**src/rtl/hazard_pkg.sv**
```systemverilog
// Shared types and constants for the pipeline hazard tracker.
// A stage entry is the subset of pipeline-register state the hazard logic cares about.
package hazard_pkg;

   localparam int REG_ADDR_W = 5;
   localparam logic [REG_ADDR_W-1:0] REG_ZERO = 5'd0;

   typedef struct packed {
      logic                  valid;
      logic [REG_ADDR_W-1:0] rd;
      logic                  regwrite;
      logic                  memread;
   } stage_entry_t;

   localparam stage_entry_t BUBBLE = '0;

endpackage

```
**src/rtl/hazard_stage_reg.sv**
```systemverilog
// One pipeline stage entry register with hold (freeze) and bubble-insert controls.
// Hold wins over bubble so a memory stall freezes everything, including a pending bubble.
module hazard_stage_reg
   import hazard_pkg::*;
(
   input  logic         clk,
   input  logic         reset,
   input  logic         hold,
   input  logic         load_bubble,
   input  stage_entry_t d,
   output stage_entry_t q
);

   stage_entry_t entry_d;
   stage_entry_t entry_q;

   always_comb begin
      entry_d = d;
      if (hold) begin
         entry_d = entry_q;
      end else if (load_bubble) begin
         entry_d = BUBBLE;
      end
   end

   always_ff @(posedge clk) begin
      if (reset) begin
         entry_q <= BUBBLE;
      end else begin
         entry_q <= entry_d;
      end
   end

   assign q = entry_q;

endmodule

```
**src/rtl/hazard_pipe_tracker.sv**
```systemverilog
// Tracks ID/EX, EX/MEM and MEM/WB entries, detects load-use hazards and drives
// stall/bubble controls, forwarding-unit views and a saturating stall counter.
module hazard_pipe_tracker
   import hazard_pkg::*;
(
   input  logic                  clk,
   input  logic                  reset,
   input  logic                  id_valid,
   input  logic [REG_ADDR_W-1:0] id_rs1,
   input  logic [REG_ADDR_W-1:0] id_rs2,
   input  logic [REG_ADDR_W-1:0] id_rd,
   input  logic                  id_regwrite,
   input  logic                  id_memread,
   input  logic                  flush_ex,
   input  logic                  mem_stall,
   output logic                  stall_fetch,
   output logic                  bubble_idex,
   output logic [REG_ADDR_W-1:0] Rd_execute,
   output logic [REG_ADDR_W-1:0] Rd_writeback,
   output logic                  ex_regwrite,
   output logic                  wb_regwrite,
   output logic [15:0]           load_use_stalls
);

   stage_entry_t id_entry;
   stage_entry_t id_ex_q;
   stage_entry_t ex_mem_q;
   stage_entry_t mem_wb_q;
   logic         load_use;
   logic         idex_bubble;
   logic [15:0]  load_use_stalls_d;
   logic [15:0]  load_use_stalls_q;
   logic         unused_memread;

   assign id_entry = '{valid: id_valid, rd: id_rd, regwrite: id_regwrite, memread: id_memread};

   // A load writing x0 never creates a real dependency, so it is excluded.
   always_comb begin
      load_use = id_valid && id_ex_q.valid && id_ex_q.memread && (id_ex_q.rd != REG_ZERO) &&
                 ((id_ex_q.rd == id_rs1) || (id_ex_q.rd == id_rs2));
   end

   always_comb begin
      stall_fetch = 1'b0;
      bubble_idex = 1'b0;
      if (mem_stall) begin
         stall_fetch = 1'b1;
      end else if (flush_ex) begin
         bubble_idex = 1'b1;
      end else if (load_use) begin
         stall_fetch = 1'b1;
         bubble_idex = 1'b1;
      end
   end

   assign idex_bubble = flush_ex || load_use;

   hazard_stage_reg u_id_ex (
      .clk(clk), .reset(reset), .hold(mem_stall), .load_bubble(idex_bubble),
      .d(id_entry), .q(id_ex_q)
   );

   hazard_stage_reg u_ex_mem (
      .clk(clk), .reset(reset), .hold(mem_stall), .load_bubble(1'b0),
      .d(id_ex_q), .q(ex_mem_q)
   );

   hazard_stage_reg u_mem_wb (
      .clk(clk), .reset(reset), .hold(mem_stall), .load_bubble(1'b0),
      .d(ex_mem_q), .q(mem_wb_q)
   );

   // Only genuine load-use stall cycles count; a flush takes precedence over the stall.
   always_comb begin
      load_use_stalls_d = load_use_stalls_q;
      if (!mem_stall && !flush_ex && load_use && (load_use_stalls_q != 16'hFFFF)) begin
         load_use_stalls_d = load_use_stalls_q + 16'd1;
      end
   end

   always_ff @(posedge clk) begin
      if (reset) begin
         load_use_stalls_q <= 16'd0;
      end else begin
         load_use_stalls_q <= load_use_stalls_d;
      end
   end

   assign Rd_execute      = ex_mem_q.valid ? ex_mem_q.rd : REG_ZERO;
   assign Rd_writeback    = mem_wb_q.valid ? mem_wb_q.rd : REG_ZERO;
   assign ex_regwrite     = ex_mem_q.valid && ex_mem_q.regwrite;
   assign wb_regwrite     = mem_wb_q.valid && mem_wb_q.regwrite;
   assign load_use_stalls = load_use_stalls_q;
   assign unused_memread  = ex_mem_q.memread ^ mem_wb_q.memread;

endmodule

```
**config.mk**
```make
export PLATFORM = sky130hd
export DESIGN_NAME = hazard_pipe_tracker
export DESIGN_NICKNAME = d
export VERILOG_FILES = /design/src/rtl/hazard_pkg.sv /design/src/rtl/hazard_stage_reg.sv /design/src/rtl/hazard_pipe_tracker.sv
export SDC_FILE = /design/constraint.sdc
export NUM_CORES = 1
export LEC_CHECK = 0
export ABC_AREA = 1
export BUFFER_PORTS_ARGS = -buffer_cell sky130_fd_sc_hd__clkbuf_2
export CELL_PAD_IN_SITES_DETAIL_PLACEMENT = 1
export CELL_PAD_IN_SITES_GLOBAL_PLACEMENT = 1
export CORE_ASPECT_RATIO = 1.2
export CORE_MARGIN = 3
export CORE_UTILIZATION = 35
export CTS_CLUSTER_DIAMETER = 60
export CTS_CLUSTER_SIZE = 20
export DETAILED_ROUTE_END_ITERATION = 10
export GPL_TIMING_DRIVEN = 0
export MAX_ROUTING_LAYER = met4
export PLACE_DENSITY = 0.84
export SETUP_SLACK_MARGIN = 0.15
export SLEW_MARGIN = 20
export SYNTH_ARGS = -nofsm -noshare
export SYNTH_HDL_FRONTEND = slang
export SYNTH_SLANG_ARGS = --single-unit
```
**constraint.sdc**
```tcl
create_clock -name clk -period 3.6 [get_ports clk]
set_input_delay 0.18 -clock clk [delete_from_list [all_inputs] [get_ports clk]]
set_output_delay 0.18 -clock clk [all_outputs]
set_load 0.01 [all_outputs]
```
==> flow_summary.toml <==
[logic_synthesis]
ys_warn_count = 0
syn-instance-count = 328
syn-cell-area_um2 = 2020
synthSimpleGateAreaFrac_pct = 41.7
avgSynthCellArea_um2 = 6.17
synth_top_family_by_area = "simple AND/OR/NAND/NOR gates"
synth_adder_area_share_pct = 0.618
synthMuxAreaShare_pct = 0
synth-xor-area-share_pct = 0.865
synth_compound_area_share_pct = 8.53
synth-seq-cells = 38
synth_nets = 351
yosysUniqueCellTypes = 23
ys_seq_area_share_pct = 37.6

[clock_tree]
cts-resized-gates = 0
cts_setup_buffers = 0
insertion_delay_ns = 0.29
hold_buffers = 0
clk_root_buffer_cell = "clkbuf_8"
cts.path.max_buffers = 2
cts.sinks = 38
clk_pin_slew_ns = 0.07
htreeDepth = 2
numCtsBuffers = 5
cts_tree = "done"

[setup_path]
slowest_stage = "dfxtp_1"
critPathMaxFanout = 10
slowest_delay_ns = 0.45
startpoint_type = "flop"
critPathTopFamily = "simple AND/OR/NAND/NOR gates"
cp_data_required_time_ns = 3.42
worstSetupEndpointType = "output pin"
crit_type = "flop to output pin"
crit_chain = "nand2_1, inv_1, nor2_1, nor2_1, nand3_1, nand2_2, nand3_2, buf_6, nand2_1, clkbuf_2"
arrival_ns = 1.72
path_buf_inv = 3

[pwr]
power_frac_comb_pct = 10.5
switching_share_pct = 25.7
power_mw = 0.806
p_seq_share_pct = 54.9
power.internal_mw = 0.599
powerDensity_nw_per_um2 = 332
p_clk_share_pct = 34.5
p_leak_nw = 1.21
ir_drop_mv = 0.193
p_sw_mw = 0.207

[die]
die_width_um = 75.4
core_area_um2 = 5440
die_area_um2 = 6740
io_pins = 52
rows = 29
start_util_pct = 37.2
dieHeight_um = 89.3

[drt]
drt-wirelength-per-cell_um = 12.4
totalWireLength_mm = 5.56
drtAntennaViolNets = 0
drcViolationCount = 0
vias = 2180
avgViaCountPerCell = 4.88
drtIter0Drc = 47
firstDrtPassIters = 4

[sta]
finalSetupViolations = 0
final_max_slew_viol_count = 0
setup_ws_ns = 1.70
layout_min_cycle_time_ns = 1.90
timing.hold.ws_ns = 0.145
finalHoldViolations = 0
grt_setup_unrepaired = "false"
setup_tns_ns = 0
relSlewSlack_pct = 64.4
skew_ns = 0.00668
max_freq_mhz = 526
tightestPinTransition_ns = 0.533
min_period_over_period_pct = 52.8

[cells_and_area]
multi_input_area_um2 = 1050
regArea_um2 = 761
antenna_cells = 0
area_delta_synth_final_pct = 20.0
layout_common_cells = "87 x nand2_1, 73 x nor2_1, 50 x clkbuf_2"
final_common_cell = "nand2_1"
utilization_pct = 44.6
drive_gt1_share_pct = 19.5
nNetsFinal = 408
fillers = 783

[run]
maxCapViolations = 0

[place]
finalWeightedCongestion = 0.811
port_buffers = 50
hpwlAfterDp_mm = 4.36
post-place-ws_ns = 1.85

[grt]
grt_max_degree = 11
groute.usage.overall_pct = 18.4
grt_use_met1_pct = 21.4
grt_overflow = 0
use_met3_pct = 3.37
grt_pass1_vias = 2145
antenna_found_initial = 0
top_usage_layer = "met2"
grt_first_pass_wirelength_mm = 9.49
grt_use_met2_pct = 31.8

[status]
status = "finished, final reports clean"

[worst_hold_path]
hold_class = "input pin to flop"
cells in the mapped netlist:
cell	instances	area, um2
o21ai_0	16	80.1
nand4_2	1	12.5
nor2_1	73	274
inv_2	4	15.0
clkbuf_1	8	30.0
inv_1	36	135
nor2_2	9	56.3
nand3_2	1	10.0
nand3_1	16	80.1
o21bai_1	1	7.51
nand2_4	1	11.3
dfxtp_1	38	761
ha_1	1	12.5
a21oi_1	17	85.1
buf_6	2	22.5
nor3_1	1	5.00
nand4_1	8	50.1
clkinv_1	2	7.51
xnor2_1	2	17.5
nand2_2	1	6.26
nand2_1	87	327
buf_1	2	7.51
nor2_4	1	11.3
worst paths after layout:
kind | from | to | slack [ns] | cells after the start
worst max-delay path | u_id_ex.q[2] | stall_fetch | 1.70 | 10
worst min-delay path | id_memread | u_id_ex.q[0] | 0.14 | 3
worst max register to register | load_use_stalls[0] | load_use_stalls[0] | 1.86 | 10
worst min register to register | u_id_ex.q[0] | u_id_ex.q[0] | 0.48 | 2
per-layer routing:
layer | share of wire, % | up-vias | wire length (um)
met5 | 0 | - | 0
met4 | 1.7 | 0 | 97
met3 | 4.4 | 10 | 246
met2 | 53 | 44 | 2940
met1 | 41 | 1008 | 2270
li1 | - | 1118 | -
power groups by stage:
stage | clock, mW | sequential [mW] | combinational [mW]
floorplan | 0 | 0.450 | 0.0539
global placement | 0 | 0.452 | 0.0816
detailed placement | 0 | 0.453 | 0.0856
CTS | 0.292 | 0.443 | 0.0862
global route | 0.303 | 0.445 | 0.0974
finish | 0.278 | 0.443 | 0.0849
area by class of cell:
| class | instances | share of cell area (%) |
|---|---|---|
| inverter | 42 | 6.49 |
| multi-input combinational | 236 | 43.1 |
| clock buffer | 7 | 3.14 |
| sequential | 38 | 31.3 |
| timing repair buffer | 50 | 10.3 |
| buffer | 12 | 2.47 |
| tap | 62 | 3.19 |
state kept, by name, summed over array words and instances (netlist names):
register	cells
load_use_stalls	16
u_id_ex.q	8
u_ex_mem.q	7
u_mem_wb.q	7
tightest hold or removal path: stages:
cell and delay (ns):
clkbuf_2 0.08, nand4_1 0.07, a21oi_1 0.05
cell families (layout without fill, tap and decap cells):
family          count (synthesis)  after routing
compound gates                 34             34
simple gates                  199            199
flops                          38             38
xor+xnor                        2              2
fa+ha+maj                       1              1
buf+inv                        54            111
through the flow:
step	instance area (um2)	cells
final	2430	447
after global routing	2430	447
after CTS	2430	447
after detailed placement	2350	440
after global placement	2350	440
after floorplan	2020	328
(Power assumes the default switching activity.)
